[src/rtl/vx_tensor_writeback_pkg.sv]
// Shared tensor-unit definitions: tile geometry, element width, the D tile
// type and the writeback FSM state encoding.
package vx_tensor_writeback_pkg;

    localparam int TENSOR_TILE_DIM   = 4;
    localparam int TENSOR_TILE_ELEMS = TENSOR_TILE_DIM * TENSOR_TILE_DIM;
    localparam int TENSOR_ELEM_W     = 32;

    typedef logic [TENSOR_TILE_DIM-1:0][TENSOR_TILE_DIM-1:0][TENSOR_ELEM_W-1:0] tensor_tile_t;

    typedef enum logic {
        WB_IDLE  = 1'b0,
        WB_DRAIN = 1'b1
    } wb_state_e;

    // Width of a beat index; a one-beat tile still gets a 1-bit index.
    function automatic int beat_idx_width(input int beats);
        return (beats > 1) ? $clog2(beats) : 1;
    endfunction

endpackage

[src/rtl/vx_tensor_wb_perf.sv]
// Performance counters for the tensor writeback block: accepted tiles and
// stalled beat cycles. Both wrap modulo 2^32 and show an event one cycle later.
module vx_tensor_wb_perf (
    input  logic        clk,
    input  logic        reset,
    input  logic        tile_accept,
    input  logic        beat_stall,
    output logic [31:0] perf_tiles,
    output logic [31:0] perf_stalls
);

    // Free-running event counters, cleared only by reset.
    always_ff @(posedge clk or posedge reset) begin
        if (reset) begin
            perf_tiles  <= '0;
            perf_stalls <= '0;
        end else begin
            if (tile_accept) perf_tiles  <= perf_tiles + 32'd1;
            if (beat_stall)  perf_stalls <= perf_stalls + 32'd1;
        end
    end

endmodule

[src/rtl/vx_tensor_writeback.sv]
// Tensor DPU result writeback: latches one 4x4 FP32 D tile per handshake and
// drains it as NUM_LANES-wide beats toward commit. A new tile can be taken on
// the same cycle the last beat fires, so back-to-back tiles leave no bubble.
// Optional build macro: TENSOR_WB_PERF_EN adds perf_tiles / perf_stalls ports.
//
//   state    | meaning
//   ---------+-----------------------------------------------------------
//   WB_IDLE  | holding register empty, ready_in high, no beat presented
//   WB_DRAIN | beat cnt_q of the held tile presented on valid_out
module vx_tensor_writeback
    import vx_tensor_writeback_pkg::*;
#(
    parameter  int NUM_LANES = 4,
    parameter  int NW_WIDTH  = 4,
    localparam int NUM_BEATS = TENSOR_TILE_ELEMS / NUM_LANES,
    localparam int BIDX_W    = beat_idx_width(NUM_BEATS)
) (
    input  logic                                    clk,
    input  logic                                    reset,
    input  logic                                    valid_in,
    output logic                                    ready_in,
    input  logic [TENSOR_TILE_DIM-1:0][TENSOR_TILE_DIM-1:0][TENSOR_ELEM_W-1:0] D_tile,
    input  logic [NW_WIDTH-1:0]                     D_wid,
    output logic                                    valid_out,
    input  logic                                    ready_out,
    output logic [NUM_LANES-1:0][TENSOR_ELEM_W-1:0] data_out,
    output logic [NW_WIDTH-1:0]                     wid_out,
    output logic [BIDX_W-1:0]                       beat_idx,
    output logic                                    last_out
`ifdef TENSOR_WB_PERF_EN
    ,
    output logic [31:0]                             perf_tiles,
    output logic [31:0]                             perf_stalls
`endif
);

    localparam logic [BIDX_W-1:0] LAST_BEAT = BIDX_W'(NUM_BEATS - 1);

    wb_state_e                                   state_q;
    wb_state_e                                   state_d;
    logic [BIDX_W-1:0]                           cnt_q;
    tensor_tile_t                                tile_q;
    logic [NW_WIDTH-1:0]                         wid_q;
    logic [TENSOR_TILE_ELEMS*TENSOR_ELEM_W-1:0]  tile_flat;
    logic                                        fire;
    logic                                        last_fire;
    logic                                        accept;

    assign valid_out = (state_q == WB_DRAIN);
    assign fire      = valid_out && ready_out;
    assign last_fire = fire && (cnt_q == LAST_BEAT);
    // The slot frees up in the same cycle the final beat leaves.
    assign ready_in  = (state_q == WB_IDLE) || last_fire;
    assign accept    = valid_in && ready_in;

    assign wid_out   = wid_q;
    assign beat_idx  = cnt_q;
    assign last_out  = valid_out && (cnt_q == LAST_BEAT);
    assign tile_flat = tile_q;

    // Next-state logic: enter DRAIN on a tile, leave only on an unrefilled last fire.
    always_comb begin
        state_d = state_q;
        case (state_q)
            WB_IDLE: begin
                if (valid_in) state_d = WB_DRAIN;
            end
            WB_DRAIN: begin
                if (last_fire && !valid_in) state_d = WB_IDLE;
            end
            default: state_d = WB_IDLE;
        endcase
    end

    // FSM state register.
    always_ff @(posedge clk or posedge reset) begin
        if (reset) state_q <= WB_IDLE;
        else       state_q <= state_d;
    end

    // Holding register and beat counter; the counter only wraps via a last fire.
    always_ff @(posedge clk or posedge reset) begin
        if (reset) begin
            tile_q <= '0;
            wid_q  <= '0;
            cnt_q  <= '0;
        end else begin
            if (accept) begin
                tile_q <= D_tile;
                wid_q  <= D_wid;
            end
            if (accept || last_fire) cnt_q <= '0;
            else if (fire)           cnt_q <= cnt_q + 1'b1;
        end
    end

    // Beat mux: lane j of beat k carries flattened element k*NUM_LANES+j.
    always_comb begin
        data_out = '0;
        for (int j = 0; j < NUM_LANES; j++) begin
            data_out[j] = tile_flat[(int'(cnt_q) * NUM_LANES + j) * TENSOR_ELEM_W +: TENSOR_ELEM_W];
        end
    end

`ifdef TENSOR_WB_PERF_EN
    vx_tensor_wb_perf u_perf (
        .clk         (clk),
        .reset       (reset),
        .tile_accept (accept),
        .beat_stall  (valid_out && !ready_out),
        .perf_tiles  (perf_tiles),
        .perf_stalls (perf_stalls)
    );
`endif

endmodule

[config.mk]
export PLATFORM = sky130hd
export DESIGN_NAME = vx_tensor_writeback
export DESIGN_NICKNAME = d
export VERILOG_FILES = /design/src/rtl/vx_tensor_writeback_pkg.sv /design/src/rtl/vx_tensor_wb_perf.sv /design/src/rtl/vx_tensor_writeback.sv
export SDC_FILE = /design/constraint.sdc
export NUM_CORES = 1
export LEC_CHECK = 0
export BUFFER_PORTS_ARGS = -buffer_cell sky130_fd_sc_hd__clkbuf_2
export CAP_MARGIN = 25
export CORE_AREA = 3 3 257 259
export DETAILED_ROUTE_END_ITERATION = 7
export DIE_AREA = 0 0 260 262
export GPL_TIMING_DRIVEN = 0
export PLACE_DENSITY = 0.67
export SLEW_MARGIN = 20
export SYNTH_ARGS = -nofsm -noshare
export SYNTH_HDL_FRONTEND = slang
export SYNTH_SLANG_ARGS = --single-unit
export TNS_END_PERCENT = 30
[constraint.sdc]
create_clock -name clk -period 56.6 [get_ports clk]
set_input_delay 11.32 -clock clk [delete_from_list [all_inputs] [get_ports clk]]
set_output_delay 11.32 -clock clk [all_outputs]
set_load 0.05 [all_outputs]
After elaboration in Yosys (flattened, before gate mapping)
Index checks and enable logic that the tools add are counted.

$add $sub $neg: 4. Multiply operators: 0. Divide/modulo/power cells: 0. Magnitude comparators: 0. Equality and inequality tests: 1. Shift-type cells: 4. Mux-type cells: 5. Bitwise operators: 1. Reduce and logical (&&, ||, !) cells: 9.

Operator list (number): $shiftx 512x11->32 (3); $shiftx 512x10->32 (1); $add 4x2->5 const B (2); $add 4x1->5 const B (1); $logic_and 1x1->1 (5); $mux 2 (2); $add 2x1->2 const B (1); $eq 2x2->1 const B (1); $logic_or 1x1->1 (2); $mux 1 (2); $pmux 1 s2 (1); $reduce_bool 2->1 (1); $logic_not 1->1 (1); $not 1->1 (1).

Flip-flop bits (word level): 519. Bits in latches: 0. Memory bits (writable): 0. Memory bits (read-only): 0. Bits of input ports: 520. Output and inout port bits: 137. Word-level logic and storage cells: 43. Memories: 0.

Longest topological paths before layout
Depth after elaboration: 6. Mapped depth: 7. Gate-level depth less buffers: 3.

Worst setup path after synthesis
OpenSTA, ideal clock, no wires.

Path type: input to output. Start point: in ready_out. End point: out ready_in. Data arrival time: 12.240 ns. Required time: 45.280 ns. Path slack: 33.040 ns. Stages on the path: 4. Buffers on the path: 2. Cells stage by stage: a21boi_2 -> buf_2 -> buf_1 -> inv_1.

Word-level cells in the longest chain between the ends: 3.

Ends and longest elaborated chain: start: declaration (RTL line vx_tensor_writeback.sv:25) `input logic ready_out,`; $logic_and 1x1->1 (RTL line vx_tensor_writeback.sv:50) `assign fire = valid_out && ready_out;`; $logic_and 1x1->1 (RTL line vx_tensor_writeback.sv:51) `assign last_fire = fire && (cnt_q == LAST_BEAT);`; $logic_or 1x1->1 (RTL line vx_tensor_writeback.sv:53) `assign ready_in = (state_q == WB_IDLE) || last_fire;`; end: declaration (RTL line vx_tensor_writeback.sv:21) `output logic ready_in,`.

Every way passes these cells.

Worst setup path after layout
Ends and elaborated chain as after synthesis.

==> results.json <==
{
  "status": "complete, no violations",
  "numPortBuffers": 655,
  "via_count": 23100,
  "antenna_left": 0,
  "post_synth_instance_area_um2": 28000,
  "synth_edf_count": 0,
  "fin_nets": 3709,
  "finalHoldViolCount": 0,
  "crit_fanout": 10,
  "synthFlopType": "dfrtp_1",
  "maxSlewViolCount": 0,
  "drt-total-wl_mm": 109,
  "final_core_util_pct": 53.6,
  "htreeDepth": 2,
  "fin_crit_ns": 24.11,
  "cts_resized": 0,
  "async_flop_share_pct": 100,
  "power_density_nw_per_um2": 64.9,
  "ys_seq_area_share_pct": 46.4,
  "max-slew-margin-rel_pct": 35.5,
  "antenna_found_initial": 39,
  "avgSynthCellArea_um2": 11.3,
  "dpl.hpwl_mm": 82.0,
  "crit_arrival_ns": 12.79,
  "dieArea_um2": 68100,
  "path_clk_slew_ns": 0.06,
  "leakage_nw": 16.6,
  "first_global_vias": 23500,
  "dr.pass1.iters": 5,
  "gp_congestion": 0.931,
  "ios": 657,
  "cts_tree": "done",
  "ys_types": 21,
  "fin_cells": 4106,
  "synth_nets": 2989,
  "ir_worst_vdd_mv": 0.0488,
  "rows": 93,
  "postCtsHoldBufs": 0,
  "tns_ns": 0,
  "cts_buffers": 58,
  "rsz0062_at_grt": "false",
  "initial_utilization_pct": 43.7,
  "drtIter0Drc": 1983,
  "routedWlPerCell_um": 26.5,
  "ys_ff_latch": 519,
  "pre_cts_ws_ns": 32.49,
  "setup_viol": 0,
  "hold_class": "reg -> reg",
  "netlist_instances": 2468,
  "die_w_um": 260,
  "overflow": 0,
  "skew_ns": 0.0176,
  "maxCapViolCount": 0,
  "multiInputGateArea_um2": 11700,
  "tightest_slew_ns": 0.968,
  "num-fill-cells": 5731,
  "design.core.area_um2": 64100,
  "fmax_mhz": 41.5,
  "yosys_warnings": 0,
  "syn_to_final_growth_pct": 22.8,
  "grt_max_degree": 101,
  "cts_sinks": 519,
  "final_layout_size_suffix_gt1_share_pct": 41.2,
  "post_cts_buffers": 0,
  "worstSkewPairLatency_ns": 0.63,
  "finalWorstSetupSlack_ns": 32.49,
  "die_height_um": 262,
  "start_kind": "input pin",
  "dp.cells": 3983,
  "seq_area_um2": 13000,
  "crit_required_ns": 45.28,
  "vias_per_cell": 5.63,
  "root_buffer": "clkbuf_16",
  "worstSetupEndpointType": "output port",
  "grt_util_all_layers_pct": 31.2,
  "totalPowerFinal_mw": 2.23,
  "worstSetupPathType": "in -> out",
  "period_share_pct": 42.6,
  "grt_pass1_wl_mm": 154,
  "clockBufferDepth": 3,
  "drc": 0
}
logic make-up after synthesis:
family / synth area share, %
buffers and inverters: 11.8
AOI/OAI and AO/OA: 24.3
adders and majority gates: 0.0447
muxes: 10.3
DFF: 46.4
and+or+nand+nor: 7.12
cells in the final DEF (no fill, tap or decap), types with 2 or more instances in the layout:
| cell type | synthesis | routed |
|---|---|---|
| inv_1 | 518 | 517 |
| clkbuf_2 | 0 | 662 |
| o32ai_2 | 300 | 300 |
| o32ai_1 | 216 | 216 |
| nand2_1 | 517 | 517 |
| clkinv_2 | 0 | 10 |
| clkbuf_8 | 0 | 14 |
| diode_2 | 0 | 19 |
| dfrtp_1 | 519 | 519 |
| buf_6 | 34 | 34 |
| a31o_2 | 2 | 2 |
| buf_1 | 10 | 10 |
| buf_4 | 2 | 2 |
| inv_6 | 0 | 2 |
| mux4_2 | 128 | 128 |
| clkbuf_16 | 0 | 59 |
| buf_16 | 0 | 5 |
| clkbuf_1 | 105 | 114 |
| buf_2 | 108 | 108 |
worst max-delay path: stages:
cell	delay, ns
clkbuf_2	0.13
a21boi_2	0.24
buf_2	0.33
buf_1	0.42
inv_1	0.09
clkbuf_2	0.25
registers in the layout, summed over array words and instances, names as in the netlist:
signal / count
tile_flat: 512
beat_idx: 2
valid_out: 1
wid_out: 4
per-stage QoR:
stage                     cell area [um^2]  hold WS (ns)
after global placement               32300         0.527
final                                34400         0.539
after global routing                 34400         0.557
after CTS                            34300         0.542
after floorplan                      28000         0.516
after detailed placement             32500         0.532
Yosys cell counts (2+ instances only):
cell	number	share of area, %
o32ai_1	216	6.8
buf_4	2	0.054
o32ai_2	300	17
mux4_2	128	10
nand2_1	517	6.9
inv_1	518	6.9
a31o_2	2	0.063
buf_1	10	0.13
buf_6	34	1.4
dfrtp_1	519	46
buf_2	108	1.9
clkbuf_1	105	1.4
worst paths after layout:
| path | start | end | slack, ns | depth (start not counted) |
|---|---|---|---|---|
| min reg2reg | tile_flat[261] | tile_flat[261] | 0.54 | 2 |
| min | tile_flat[261] | tile_flat[261] | 0.54 | 2 |
| max in group asynchronous | reset | tile_flat[198] | 44.34 | 4 |
| max reg2reg | beat_idx[1] | tile_flat[180] | 53.83 | 6 |
| min in group asynchronous | reset | tile_flat[244] | 10.75 | 2 |
| max | ready_out | ready_in | 32.49 | 6 |
layout make-up:
cell class	instances	share of cell area, %
tap	855	3.11
timing repair buffer	660	9.94
buffer	259	4.01
clock buffer	89	5.03
inverter	518	5.68
multi-input combinational	1172	34.0
sequential	519	37.8
antenna	19	0.138
clock inverter	15	0.302
power breakdown:
part	internal, mW	switching, mW	total (mW)
sequential	0.556	0.114	0.670
combinational	0.461	0.729	1.19
clock	0.210	0.162	0.371
metal layers:
metal / vias up / routed length (um) / track usage (%)
met2: 972 / 52600 / 51.3
met3: 261 / 8920 / 7.83
met1: 11600 / 42300 / 39.3
met5: - / 237 / 0
met4: 38 / 4860 / 13.7
li1: 10200 / - / -
(Power assumes the default switching activity.)
